--- config.mk ---
export PLATFORM = sky130hd
export DESIGN_NAME = fir_stream_mc
export DESIGN_NICKNAME = d
export VERILOG_FILES = /design/src/rtl/fir_pkg.sv /design/src/rtl/fir_stream_mc_mac.sv /design/src/rtl/fir_stream_mc.sv
export SDC_FILE = /design/constraint.sdc
export NUM_CORES = 2
export LEC_CHECK = 0
export BUFFER_PORTS_ARGS = -buffer_cell sky130_fd_sc_hd__buf_2
export CORE_MARGIN = 2
export CORE_UTILIZATION = 25
export CTS_CLUSTER_DIAMETER = 30
export DETAILED_ROUTE_END_ITERATION = 8
export GPL_TIMING_DRIVEN = 0
export PLACE_DENSITY_LB_ADDON = 0.12
export SYNTH_ARGS = -nofsm -noshare
export SYNTH_HDL_FRONTEND = slang
export SYNTH_SLANG_ARGS = --single-unit
--- constraint.sdc ---
create_clock -name aclk -period 12.7 [get_ports aclk]
set_input_delay 0.635 -clock aclk [delete_from_list [all_inputs] [get_ports aclk]]
set_output_delay 0.635 -clock aclk [all_outputs]
set_load 0.05 [all_outputs]
--- src/rtl/fir_pkg.sv ---
// Shared types and helpers for the multi-channel streaming FIR.
// Sizing helpers and the output clamp live here so every unit agrees.
package fir_pkg;

   typedef enum logic [1:0] {
      IDLE,
      MAC,
      ROUND,
      OUT
   } state_t;

   function automatic int clog2(input int n);
      int r;
      r = 0;
      for (int i = 0; i < 31; i++)
         if ((1 << r) < n) r++;
      return r;
   endfunction

   function automatic int acc_w(input int dw, input int cw, input int taps);
      return dw + cw + clog2(taps);
   endfunction

   function automatic logic signed [63:0] sat_val(
      input logic signed [63:0] v,
      input int                 w
   );
      logic signed [63:0] hi;
      logic signed [63:0] lo;
      hi = (64'sd1 <<< (w - 1)) - 64'sd1;
      lo = -(64'sd1 <<< (w - 1));
      if (v > hi) return hi;
      if (v < lo) return lo;
      return v;
   endfunction

   function automatic logic sat_hit(
      input logic signed [63:0] v,
      input int                 w
   );
      logic signed [63:0] hi;
      logic signed [63:0] lo;
      hi = (64'sd1 <<< (w - 1)) - 64'sd1;
      lo = -(64'sd1 <<< (w - 1));
      return (v > hi) || (v < lo);
   endfunction

endpackage

--- src/rtl/fir_stream_mc_mac.sv ---
// Shared multiply-accumulate with round-half-up shift and clamp.
// The rounded result is combinational; the caller registers it.
module fir_mac
   import fir_pkg::*;
#(
   parameter int DATA_W = 16,
   parameter int COEF_W = 16,
   parameter int ACC_W  = 36,
   parameter int SHIFT  = 15
) (
   input  logic                     aclk,
   input  logic                     areset,
   input  logic                     clr,
   input  logic                     en,
   input  logic signed [DATA_W-1:0] x,
   input  logic signed [COEF_W-1:0] c,
   output logic signed [DATA_W-1:0] res,
   output logic                     sat
);

   localparam int PW = DATA_W + COEF_W;
   localparam int RS = (SHIFT > 0) ? SHIFT - 1 : 0;
   localparam logic signed [ACC_W:0] RND =
      (SHIFT > 0) ? (ACC_W + 1)'(1) <<< RS : '0;

   logic signed [ACC_W-1:0] acc;
   logic signed [PW-1:0]    prod;
   logic signed [ACC_W:0]   biased;
   logic signed [ACC_W:0]   shifted;
   logic signed [63:0]      wide;

   assign prod = x * c;

   always_ff @(posedge aclk) begin
      if (areset || clr)
         acc <= '0;
      else if (en)
         acc <= acc + ACC_W'(prod);
   end

   // One guard bit so the rounding bias cannot wrap the accumulator.
   assign biased  = (ACC_W + 1)'(acc) + RND;
   assign shifted = biased >>> SHIFT;
   assign wide    = 64'(shifted);
   assign res     = DATA_W'(sat_val(wide, DATA_W));
   assign sat     = sat_hit(wide, DATA_W);

endmodule

--- src/rtl/fir_stream_mc.sv ---
// Time-multiplexed multi-channel FIR: FSM, delay lines, coefficients.
// One shared MAC walks all taps of the current channel per sample.
module fir_stream_mc
   import fir_pkg::*;
#(
   parameter int DATA_W   = 16,
   parameter int COEF_W   = 16,
   parameter int TAPS     = 16,
   parameter int CHANNELS = 2,
   parameter int SHIFT    = 15,
   localparam int AW      = clog2(TAPS),
   localparam int CW      = (clog2(CHANNELS) > 0) ? clog2(CHANNELS) : 1,
   localparam int ACC_W   = acc_w(DATA_W, COEF_W, TAPS)
) (
   input  logic                     aclk,
   input  logic                     areset,
   input  logic                     s_axis_data_tvalid,
   output logic                     s_axis_data_tready,
   input  logic signed [DATA_W-1:0] s_axis_data_tdata,
   output logic                     m_axis_data_tvalid,
   input  logic                     m_axis_data_tready,
   output logic signed [DATA_W-1:0] m_axis_data_tdata,
   output logic [CW-1:0]            m_axis_data_tuser,
   input  logic                     cfg_coef_we,
   input  logic [AW-1:0]            cfg_coef_addr,
   input  logic signed [COEF_W-1:0] cfg_coef_data,
   output logic                     cfg_coef_ready,
   output logic                     sat_sticky
);

   state_t                   state;
   logic                     run;
   logic [CW-1:0]            ch;
   logic [AW-1:0]            tap;
   logic [AW-1:0]            wptr  [CHANNELS];
   logic signed [DATA_W-1:0] dline [CHANNELS][TAPS];
   logic signed [COEF_W-1:0] coef  [TAPS];

   logic                     accept;
   logic [AW-1:0]            rd_idx;
   logic signed [DATA_W-1:0] mac_res;
   logic                     mac_sat;

   // run keeps the block closed while reset is held.
   assign s_axis_data_tready = run && (state == IDLE);
   assign cfg_coef_ready     = run && (state == IDLE);
   assign accept = s_axis_data_tvalid && s_axis_data_tready;
   assign rd_idx = wptr[ch] - tap;

   fir_mac #(
      .DATA_W (DATA_W),
      .COEF_W (COEF_W),
      .ACC_W  (ACC_W),
      .SHIFT  (SHIFT)
   ) u_mac (
      .aclk   (aclk),
      .areset (areset),
      .clr    (accept),
      .en     (state == MAC),
      .x      (dline[ch][rd_idx]),
      .c      (coef[tap]),
      .res    (mac_res),
      .sat    (mac_sat)
   );

   always_ff @(posedge aclk) begin
      if (areset) begin
         state              <= IDLE;
         run                <= 1'b0;
         ch                 <= '0;
         tap                <= '0;
         m_axis_data_tvalid <= 1'b0;
         m_axis_data_tdata  <= '0;
         m_axis_data_tuser  <= '0;
         sat_sticky         <= 1'b0;
         for (int c = 0; c < CHANNELS; c++) begin
            wptr[c] <= '0;
            for (int t = 0; t < TAPS; t++)
               dline[c][t] <= '0;
         end
         for (int t = 0; t < TAPS; t++)
            coef[t] <= '0;
      end else begin
         run <= 1'b1;
         unique case (state)
            IDLE: begin
               if (cfg_coef_we && cfg_coef_ready)
                  coef[cfg_coef_addr] <= cfg_coef_data;
               if (accept) begin
                  dline[ch][wptr[ch]] <= s_axis_data_tdata;
                  tap                 <= '0;
                  state               <= MAC;
               end
            end
            MAC: begin
               tap <= tap + 1'b1;
               if (tap == AW'(TAPS - 1))
                  state <= ROUND;
            end
            ROUND: begin
               m_axis_data_tdata  <= mac_res;
               m_axis_data_tuser  <= ch;
               m_axis_data_tvalid <= 1'b1;
               if (mac_sat)
                  sat_sticky <= 1'b1;
               wptr[ch] <= wptr[ch] + 1'b1;
               ch <= (ch == CW'(CHANNELS - 1)) ? '0 : ch + 1'b1;
               state <= OUT;
            end
            OUT: begin
               if (m_axis_data_tready) begin
                  m_axis_data_tvalid <= 1'b0;
                  state              <= IDLE;
               end
            end
         endcase
      end
   end

endmodule

After elaboration in Yosys (flattened, before gate mapping):

Memory sizes are Yosys's and may differ from the RTL's. A register that Yosys moved wholly into a read port is not among the register bits.
Index checks and enable logic that the tools add are counted.

* bits in registers: 63
* memory bits (writable): 776
* output and inout bits: 21
* memories: 3

Memory list
* dline: depth 2, width 256, read ports 1, clocked after memory_dff 1, write ports 2, line fir_stream_mc.sv:36 `logic signed [DATA_W-1:0] dline [CHANNELS][TAPS];`
* coef: depth 16, width 16, read ports 1, clocked after memory_dff 1, write ports 16, line fir_stream_mc.sv:37 `logic signed [COEF_W-1:0] coef [TAPS];`
* wptr: depth 2, width 4, read ports 1, clocked after memory_dff 1, write ports 2, line fir_stream_mc.sv:35 `logic [AW-1:0] wptr [CHANNELS];`

* add/subtract/negate cells: 6
* $mul: 1
* order comparisons: 5
* eq/ne operators: 7
* mux-type cells: 50
* bitwise operators: 2
* reductions and logical operators: 16

Operators with widths (number)
* 256-bit two-way mux: 3
* 256-bit OR reduction: 1
* 16-bit two-way mux: 8
* 16-bit binary-select mux with 4-bit select: 1
* 16-bit demux with 4-bit select: 1
* 36-bit by 16-bit adder with 37-bit output (second input constant): 1
* 36-bit by 32-bit adder with 36-bit output: 1
* 16-bit by 16-bit multiplier with 32-bit output: 1
* 1-bit two-way mux: 26
* 22-bit by 16-bit greater-than comparator with 1-bit output (second input constant): 1
* 22-bit by 16-bit < comparator with 1-bit output (second input constant): 1
* 4-bit two-way mux: 5
* 16-bit OR reduction: 1
* 5-bit greater-or-equal comparator (second input constant): 2
* 4-bit inverter with 5-bit output: 2
* 4-bit by 1-bit adder with 4-bit output (second input constant): 2
* 2-bit case mux with 4 select lines: 1
* 4-bit case mux with 2 select lines: 1
* 2-bit two-way mux: 3
* 2-bit AND reduction: 3
* 5-bit by 1-bit < comparator with 1-bit output (second input constant): 1
* 2-bit == test (second input constant): 2
* 4-bit == test (second input constant): 1
* 1-bit logical AND: 4
* 11 further kinds: 14

Logic depth before layout (Yosys ltp):

* depth in word-level cells: 9
* gate-level depth with buffers: 36

Modules after synthesis:

A second synthesis with hierarchy kept.

* cell total of the unflattened synthesis: 3644
* area total of the unflattened synthesis: 48599.1 um2

By module, submodules not included
* fir_stream_mc: instances 1, cells an instance 2142, area an instance 35072.4 um2
* fir_mac: instances 1, cells an instance 1502, area an instance 13526.7 um2

Worst setup path before layout:

Ideal clock, no wire load.

* path kind: register -> register
* from: register with a tool-made name
* to: register u_mac.acc[28]
* data arrival time: 8938 ps
* setup slack: 3630 ps
* stages on the path, launching flop included: 33
* buffers on the path: 6
* period minus slack after synthesis: 9070 ps
* cells stage by stage: dfxtp_1 -> buf_6 -> buf_6 -> buf_6 -> buf_4 -> mux2i_1 -> ha_1 -> inv_1 -> fa_1 -> clkbuf_1 -> mux4_2 -> mux2i_1 -> inv_1 -> mux4_2 -> clkbuf_1 -> nand2_1 -> fa_1 -> fa_1 -> fa_1 -> inv_1 -> fa_1 -> fa_1 -> inv_1 -> fa_1 -> inv_1 -> ha_1 -> nand3_1 -> o211ai_1 -> and3b_1 -> o31ai_1 -> a211oi_1 -> o21ai_0 -> or3b_2

RTL lines
* end signal: assignment: line fir_stream_mc_mac.sv:38 `acc <= acc + ACC_W'(prod);`
* end: declaration: line fir_stream_mc_mac.sv:26 `logic signed [ACC_W-1:0] acc;`

==> metrics list <==
* Post-synthesis net count: about 4000
- Setup violations remaining at the end of the flow were counted as 0.
- In this run the horizontal extent of the chip is approximately 450 microns.
* Final total negative setup slack: 0 ns
* Netlist Area Pre-Place: slightly below 50000 sq um
- In this run the biggest area consumer among cell types represents between 40 and 50% of the synthesized area.
* Count of final hold-check violations: 0
* Max Cap Violations: 0
- Entering global routing, the biggest net connects 20 pins.
- Synthesis handed over a netlist of 3515 instances.
- Slowest stage delay, CP: 0.79 ns
* Hold crit path type: input port to register
- At the pin with the least slew margin, the transition time is 1.36 ns.
- Share of the cycle needed by the critical path after routing: just over 90%
- Based on the critical path, the design can be clocked at up to between 80 and 90 MHz.
- The initial antenna violation count is 20.
- Starting density of the core: between 20 and 30%
- Footprint of the multi-input gates: between 20000 and 25000 sq um
- Nature of the critical path endpoint: register
* DRC Markers: 0
* Port buffer count: ~60
* Depth of the CTS H-tree: 5
- Counting stages on the worst path, the most repeated cell is sky130_fd_sc_hd__fa_1.
- Clock insertion delay at the later pin of the skew report: ~0.92 ns
* Flip-flop cell with the highest count after synthesis: sky130_fd_sc_hd__edfxtp_1
* Count of flip-flops with a built-in enable after synthesis: slightly below 800
- Slew HR: between 8 and 9%
* First-pass GRT wire length: around 230000 microns
- In this run the register-to-register setup slack is roughly 0.86 ns.
* Biggest area contributors in the synthesized netlist: sky130_fd_sc_hd__edfxtp_1 (48%), sky130_fd_sc_hd__fa_1 (13%), sky130_fd_sc_hd__mux4_2 (11%)
* Post-DP HPWL: 119000 microns
- Core Footprint: 194000 sq um
- Overall routing resource usage: between 15 and 20%
* Average wire length per cell after detail routing: about 24 microns
- Number of buffers created by CTS: around 280
- FP Rows: ~160
- The number of setup buffers added after CTS is 0.
- Counting the fill cells in the layout gives about 19000.
* Synthesized area per cell: roughly 14 sq um
- For this run, the number of Yosys warnings is 0.
* Die Area: a little under 200000 sq um
- Along the worst hold path, the cell count comes to 3.
* Final Critical Period: about 12 ns
- Clock sinks: 844
- Wires add up to about 160000 microns.
- The number of gates resized after CTS was 0.
- Number of hold-repair buffers added at the cts stage: 0
- Proportion of synthesized flip-flops having asynchronous set or reset: 0%
- The via count of the first global-routing pass was 32133.
* Height of the die: roughly 450 microns
* Congestion Overflow GR: 0
* Drt via density: between 4 and 5
- TritonCTS clock tree: done
* Distinct cells, synth: 67
* Fin Clk Skew: roughly 0.083 ns
* Cell with the biggest individual delay on the critical path: sky130_fd_sc_hd__clkbuf_1
* Remaining antenna violation count after routing: 0
- From synthesis to final layout, the design area changed by 27.5%.
- In this design, the largest share of critical-path delay is due to adder cells.
- Global placement routability congestion: roughly 0.79
* Levels on crit path: 33
- DRT Pass-1 Iters: 5
- CTS clock-pin slew for the worst setup and hold paths: about 0.040 ns
- The clock passes through at most 4 buffers.
- The number of buffers and inverters on the critical path is 12.
* Arrival time of data at the critical path endpoint: approximately 13 ns
- Master cell of the clock root buffer: sky130_fd_sc_hd__clkbuf_16
- Required time reported for the critical path endpoint: approximately 13 ns
- I/O pin count: just over 60
- Post-synth top area cell: sky130_fd_sc_hd__edfxtp_1
- Cells on worst reg2reg path: 33
- The total count of max-transition violations in the final report is 0.
- Summing over every cut layer, the via total after detailed routing is a little under 30000.
* Crit-path max FO: 10
* Drt first-iter violations: 1999
- Count of state elements after synthesis: approximately 840
- In the final layout, flip-flops and latches occupy 24700 sq um.
- Setup crit start kind: register
* Net total in the final layout: 4378
* WS Path Type: register to register
- Fraction of final layout cells with drive strength greater than 1: about a fifth
* Sequential-to-total area share from yosys stat: roughly half
* RSZ-0062 raised after global routing: no
- Outcome: finished, final reports clean
==> path summary, 6_finish.rpt <==
kind | to | from
setup / recovery | u_mac.acc[34] | register
hold / removal | m_axis_data_tvalid | m_axis_data_tready
setup reg to reg | u_mac.acc[34] | register
hold reg to reg | m_axis_data_tdata[14] | m_axis_data_tdata[14]
==> cell usage in the layout, fill, tap and decap left out, drive strengths merged, types with 33 or more instances in the layout <==
cell    count
dfxtp      68
nor2b      45
edfxtp    776
bufinv     33
fa        316
nor2      175
nand2b    108
mux2i      44
o21ai      72
buf       157
inv       405
ha        120
and2      562
nand2     106
clkbuf    464
clkinv     88
a21oi      42
mux4      233
==> layout make-up <==
| class | instances | share of cell area (%) |
|---|---|---|
| sequential | 844 | 39.7 |
| timing repair buffer | 103 | 1.47 |
| antenna | 6 | 0.0242 |
| clock buffer | 337 | 12.1 |
| tap | 2542 | 5.12 |
| inverter | 400 | 2.42 |
| clock inverter | 142 | 2.52 |
| buffer | 181 | 1.34 |
| multi-input combinational | 2090 | 35.4 |
==> cells by family (layout without fill, tap and decap cells) <==
kind of cell	after synthesis	count (layout)	share of synthesized area [%]
muxes	284	284	12.2
and+or+nand+nor	1119	1119	12.8
DFF	844	844	50.6
AOI/OAI and AO/OA	205	205	2.64
adders and majority gates	436	436	16.1
xor gates and xnor gates	46	46	0.919
buffers and inverters	581	1163	4.78
other	0	6	0
==> per-stage QoR <==
stage | std cells | area [sq um] | worst slack, ns | util [%] | hold WS [ns]
2_1_floorplan | 3515 | 48800 | 3.63 | - | 0.445
5_1_grt | 6640 | 62100 | 0.201 | 32.0 | 0.111
3_5_place_dp | 6160 | 53100 | 0.767 | 27.3 | 0.465
4_1_cts | 6639 | 62100 | 0.711 | 32.0 | 0.0792
3_3_place_gp | 6118 | 52200 | 0.758 | 26.9 | 0.467
6_report | 6645 | 62200 | 0.862 | 32.0 | 0.136
==> cell usage after synthesis (4+ instances only) <==
| library cell | n |
|---|---|
| sky130_fd_sc_hd__clkbuf_1 | 127 |
| sky130_fd_sc_hd__o21ai_0 | 65 |
| sky130_fd_sc_hd__buf_1 | 6 |
| sky130_fd_sc_hd__or2_2 | 16 |
| sky130_fd_sc_hd__buf_2 | 25 |
| sky130_fd_sc_hd__nor2b_1 | 45 |
| sky130_fd_sc_hd__inv_1 | 400 |
| sky130_fd_sc_hd__a211oi_1 | 21 |
| sky130_fd_sc_hd__and3_1 | 11 |
| sky130_fd_sc_hd__xor2_1 | 15 |
| sky130_fd_sc_hd__edfxtp_1 | 776 |
| sky130_fd_sc_hd__fa_1 | 316 |
| sky130_fd_sc_hd__o311ai_0 | 4 |
| sky130_fd_sc_hd__nand2_1 | 106 |
| sky130_fd_sc_hd__nand2b_1 | 108 |
| sky130_fd_sc_hd__dfxtp_1 | 68 |
| sky130_fd_sc_hd__a21oi_1 | 42 |
| sky130_fd_sc_hd__nand4_1 | 9 |
| sky130_fd_sc_hd__mux2i_1 | 29 |
| sky130_fd_sc_hd__nor2_1 | 175 |
| sky130_fd_sc_hd__mux2_2 | 6 |
| sky130_fd_sc_hd__or3_1 | 9 |
| sky130_fd_sc_hd__mux2i_4 | 12 |
| sky130_fd_sc_hd__mux4_2 | 233 |
| sky130_fd_sc_hd__nand3b_1 | 12 |
| sky130_fd_sc_hd__nand3_1 | 29 |
| sky130_fd_sc_hd__and2_1 | 562 |
| sky130_fd_sc_hd__o21a_1 | 9 |
| sky130_fd_sc_hd__nor3b_1 | 4 |
| sky130_fd_sc_hd__o31ai_1 | 5 |
| sky130_fd_sc_hd__a21boi_0 | 4 |
| sky130_fd_sc_hd__a21o_1 | 8 |
| sky130_fd_sc_hd__buf_4 | 14 |
| sky130_fd_sc_hd__nor3_1 | 24 |
| sky130_fd_sc_hd__ha_1 | 120 |
| sky130_fd_sc_hd__o21ai_1 | 6 |
| sky130_fd_sc_hd__xnor2_1 | 28 |
| sky130_fd_sc_hd__o211ai_1 | 16 |
| sky130_fd_sc_hd__buf_6 | 9 |
==> layer usage <==
| metal | routed length, microns | part of all wire (%) | vias to the layer above | track usage [%] |
|---|---|---|---|---|
| met5 | 54 | 0.033 | - | 0 |
| met4 | 2730 | 1.7 | 8 | 4.00 |
| met3 | 7790 | 4.8 | 225 | 3.41 |
| met2 | 78100 | 48 | 736 | 27.2 |
| met1 | 73000 | 45 | 15396 | 22.1 |
| li1 | - | - | 13104 | - |
==> registers in the layout, summed over array words and instances (netlist names), 2 cells and up, named ones only <==
register and cells:
coef 256, u_mac.acc 36, wptr 8, dline 512
state 2, tap 4, m_axis_data_tdata 16
==> tightest hold or removal path: stages <==
cell	delay, ns
sky130_fd_sc_hd__buf_2	0.12
sky130_fd_sc_hd__nand2b_1	0.11
sky130_fd_sc_hd__a21oi_1	0.05
Power is left out: the tool's default activity adds up to more than one toggle a clock period on the data nets, which glitch-free logic cannot reach.
